<file path="src/rtl/serial_argmax_signed.sv">
// serial_argmax_signed: streaming signed argmax over a valid/ready input stream.
// Each frame is NUM_INPUTS elements long. After the last element of a frame,
// the block holds the maximum and its beat index on a valid/ready output
// until the consumer accepts them. Ties resolve to the highest index.
module serial_argmax_signed #(
   parameter int WIDTH      = 5,
   parameter int NUM_INPUTS = 16,
   localparam int IDX_WIDTH = $clog2(NUM_INPUTS)
) (
   input  logic                        clk,
   input  logic                        rst,
   input  logic                        in_valid,
   output logic                        in_ready,
   input  logic signed [WIDTH-1:0]     in_data,
   output logic                        out_valid,
   input  logic                        out_ready,
   output logic signed [WIDTH-1:0]     max,
   output logic        [IDX_WIDTH-1:0] argmax
);

   localparam logic [0:0] COLLECT = 1'b0;
   localparam logic [0:0] HOLD    = 1'b1;

   // NUM_INPUTS need not be a power of two, so the last beat is an explicit compare
   localparam logic [IDX_WIDTH-1:0] LAST_IDX = IDX_WIDTH'(NUM_INPUTS - 1);

   logic [0:0]           state;
   logic [IDX_WIDTH-1:0] count;

   // Handshake outputs are decoded from the state register only
   assign in_ready  = (state == COLLECT);
   assign out_valid = (state == HOLD);

   // Frame collection, running signed maximum and result hand-off
   always_ff @(posedge clk) begin
      if (rst) begin
         state  <= COLLECT;
         count  <= '0;
         max    <= '0;
         argmax <= '0;
      end else if (state == COLLECT) begin
         if (in_valid) begin
            // First beat overwrites the previous frame's result; later beats
            // take over on >= so equal values move argmax to the newer index.
            if (count == '0) begin
               max    <= in_data;
               argmax <= '0;
            end else if (in_data >= max) begin
               max    <= in_data;
               argmax <= count;
            end
            if (count == LAST_IDX) begin
               count <= '0;
               state <= HOLD;
            end else begin
               count <= count + 1'b1;
            end
         end
      end else begin
         if (out_ready) begin
            state <= COLLECT;
         end
      end
   end

endmodule

</file>
<file path="config.mk">
export PLATFORM = sky130hd
export DESIGN_NAME = serial_argmax_signed
export DESIGN_NICKNAME = d
export VERILOG_FILES = /design/src/rtl/serial_argmax_signed.sv
export SDC_FILE = /design/constraint.sdc
export NUM_CORES = 1
export LEC_CHECK = 0
export BUFFER_PORTS_ARGS = -buffer_cell sky130_fd_sc_hd__buf_2
export CAP_MARGIN = 20
export CORE_AREA = 2 2 43 45
export DETAILED_ROUTE_END_ITERATION = 6
export DIE_AREA = 0 0 45 47
export GPL_ROUTABILITY_DRIVEN = 0
export PLACE_DENSITY = 0.73
export REMOVE_ABC_BUFFERS = 1
export SETUP_SLACK_MARGIN = 0.4
export SKIP_LAST_GASP = 1
export SLEW_MARGIN = 20
export SYNTH_ARGS = -nofsm -noshare
export SYNTH_HDL_FRONTEND = slang
export SYNTH_SLANG_ARGS = --single-unit
</file>
<file path="constraint.sdc">
create_clock -name clk -period 2.1 [get_ports clk]
set_input_delay 0 -clock clk [delete_from_list [all_inputs] [get_ports clk]]
set_output_delay 0 -clock clk [all_outputs]
set_load 0.02 [all_outputs]
</file>
==> summary.txt <==
Global routing
  • First-pass GRT wire length: 2300 um
  • Gr ovfl total: 0
  • Initial antenna violation count: 0
  • Number of global-route vias before repair: 595
  • GRT Resource Usage Total: 15.1%
  • Largest net degree at the start of global routing: 24

Yosys
  • Post-synth ARST share: 0%
  • Area of the mapped netlist: 788 um^2
  • Top post-synthesis cells by count: 16 x nand2b_1, 14 x dfxtp_1, 8 x inv_1
  • Unique masters post-synth: 25
  • Post-synthesis sequential area ratio: 35.6%
  • EDFF count, synth: 0
  • Seq cells post-synth: 14
  • Top cells by area, synth: dfxtp_1 36%, nand2b_1 13%, ha_1 11%
  • Yosys warns: 0
  • Top-area cell type share of the netlist area: 35.6%
  • Most instantiated library cell after synthesis: nand2b_1
  • Main synth FF type: dfxtp_1
  • Synth Instances: approximately 90
  • Top cell type by total area after synthesis: dfxtp_1
  • Syn Area/Cell: between 8 and 9 um^2

Setup path
  • Register-to-Register Path Depth: 7
  • R2r endpoint: max[0]
  • Crit-path max cell delay: 350 ps
  • Critical path cell sequence: inv_2 > ha_4 > nand2b_4 > o211ai_1 > o211ai_1 > and2_4 > mux2i_1
  • CP endpoint kind: flip-flop
  • Worst Path Required: 2300 ps
  • CP max stage cell: dfxtp_2
  • Critical Path Fanout Max: 5
  • Critical Path Most Common Cell: o211ai_1
  • R2R Path Start: max[4]
  • Buf+Inv Stages, Crit Path: 1
  • Nature of the critical path startpoint: flip-flop
  • Crit path kind: reg2reg
  • Top Family by Delay on Critical Path: flip-flops
  • Worst Path Arrival: 1830 ps
  • Register-to-register setup slack: 470 ps

Hold path
  • Min-Delay Path Depth: 3
  • Hold endpoint: out_valid
  • Hold Path Class: in2reg
  • HP Start: out_ready

Floorplanning
  • DIE WIDTH: 45 um
  • Chip height: 47 um
  • Placeable Area: 1650 um^2
  • Row cnt: 15
  • IO Pins: 20
  • Initial core utilization: a little under half
  • Die area: 2120 um^2

Layout
  • Area Overhead vs Synth: 26.0%
  • Final core area utilization: 60.2%
  • # nets final: between 100 and 150
  • Final std cells w/o fill: between 100 and 150
  • Antenna Cells: 0
  • Fill count: 149
  • Post-Layout Inst Area: 993 um^2
  • Layout cells sized above 1: 27.4%

Placement
  • Placed cell area: 878 um^2
  • Post-DP HPWL: a little under 1000 um
  • Placed Cells: about 120
  • PortBufs: 19

STA
  • Fin crit period: about 1600 ps
  • Setup violators final: 0
  • FMAX: between 600 and 700 MHz
  • Final Hold Viols: 0
  • Setup_tns: 0 ps
  • RSZ-0062 raised after global routing: true
  • Slew Viols, Final: 0
  • Relative slew slack: 65.2%
  • Final Skew: 2.13 ps
  • Worst slew pin tran: 521 ps
  • Final period util: 77.4%

Drt
  • Total number of vias: 671
  • Wire length per cell: between 10 and 15 um
  • Vias/cell: 5.16
  • Post-route ant nets: 0
  • Post-route DRC violation count: 0
  • Pre-antenna DRT Iters: 2
  • Routed wire length: 1450 um
  • Initial drt markers: 2

CTS
  • Clk slew on worst S/H paths: 80 ps
  • Skew-Pair Late Insertion Delay: 280 ps
  • Clock root buffer: clkbuf_4
  • Clock tree buffer depth: 2
  • Post-CTS Setup Inserts: 0
  • Clock Sinks: 14
  • CTS HTree Levels: 1
  • CTS tree: done
  • CTS Buf Count: 3

Pwr
  • Overall power: between 0.0005 and 0.0006 W
  • Pleak: between 0.4 and 0.5 nW
  • Max VDD drop: 0.305 mV
  • PD cells: roughly 570 nW/um^2

Outcome
  • Outcome: completed

Run
  • Max-Cap Viols: 0
-- kinds of logic (layout without fill, tap and decap cells) --
family,count (synthesis),after routing,share of synthesized area [%]
flops,14,14,35.6
simple gates,34,35,25.4
xor+xnor,1,1,1.11
compound gates,16,16,13.3
mux,5,5,6.35
buf+inv,12,35,7.14
fa+ha+maj,7,7,11.1
-- layout make-up --
cell class                      count  area, um^2  area share [%]
Clock buffer                        3        22.5            2.27
Inverter                            8        30.0            3.02
Multi-Input combinational cell     64         493            49.6
Sequential cell                    14         282            28.3
Tap cell                           17        21.3            2.14
Timing Repair Buffer               24         145            14.6
-- timing repair --
action | in CTS | in global routing
gates resized for setup | 1 | 8
pin swaps | 0 | 3
endpoints found under the hold margin | 5 | 0
gates cloned | 0 | 1
hold buffers | 5 | 0
setup endpoints to repair | 9 | 8
-- flip-flops by register name, indices dropped and copies added, names as in the netlist --
name       cells
argmax         4
out_valid      1
count          4
max            5
-- how the worst max path moves through the flow --
stage          startpoint         to  cells after the start
2_1_floorplan      max[4]     max[0]                      7
3_3_place_gp       max[4]     max[1]                      7
3_5_place_dp       max[4]     max[0]                      7
4_1_cts            max[4]  argmax[1]                      7
5_1_grt            max[4]     max[0]                      7
6_report           max[4]     max[0]                      7
-- cell usage in the layout, fill, tap and decap left out, drive strengths merged, types with 2 or more instances in the layout --
| master | count |
|---|---|
| and2 | 2 |
| mux2i | 5 |
| nand2b | 17 |
| clkbuf | 3 |
| nand2 | 5 |
| a21oi | 4 |
| nand4b | 2 |
| dlygate4sd3 | 5 |
| o21ai | 5 |
| nor2 | 5 |
| o211ai | 2 |
| o32ai | 2 |
| nor2b | 2 |
| dfxtp | 14 |
| ha | 7 |
| buf | 19 |
| inv | 8 |
-- power breakdown --
group / switching (W) / total [W] / internal (W)
Sequential: 0.00000862 / 0.000285 / 0.000277
Clock: 0.0000830 / 0.000150 / 0.0000666
Combinational: 0.0000668 / 0.000130 / 0.0000629
Total: 0.000159 / 0.000565 / 0.000406
-- through the flow --
step / hold slack (ps) / setup slack [ps]
floorplan: 69.1 / 368
global placement: 277 / 394
detailed placement: 287 / 344
CTS: 19.2 / 427
global route: 29.6 / 386
finish: 18.3 / 474
-- tightest hold or removal path, delay by kind of cell --
| family | cells | cell delay [ps] |
|---|---|---|
| buffers and inverters | 1 | 80 |
| and+or+nand+nor | 1 | 120 |
| AOI/OAI and AO/OA | 1 | 60 |
-- routing by layer --
metal / vias up / part of all wire, % / track usage [%]
li1: 352 / - / -
met4: 0 / 1.5 / 8.82
met2: 17 / 48 / 24.9
met1: 299 / 46 / 17.9
met5: - / 0 / 0
met3: 3 / 4.8 / 3.46
Power figures use the tool's default switching activity.
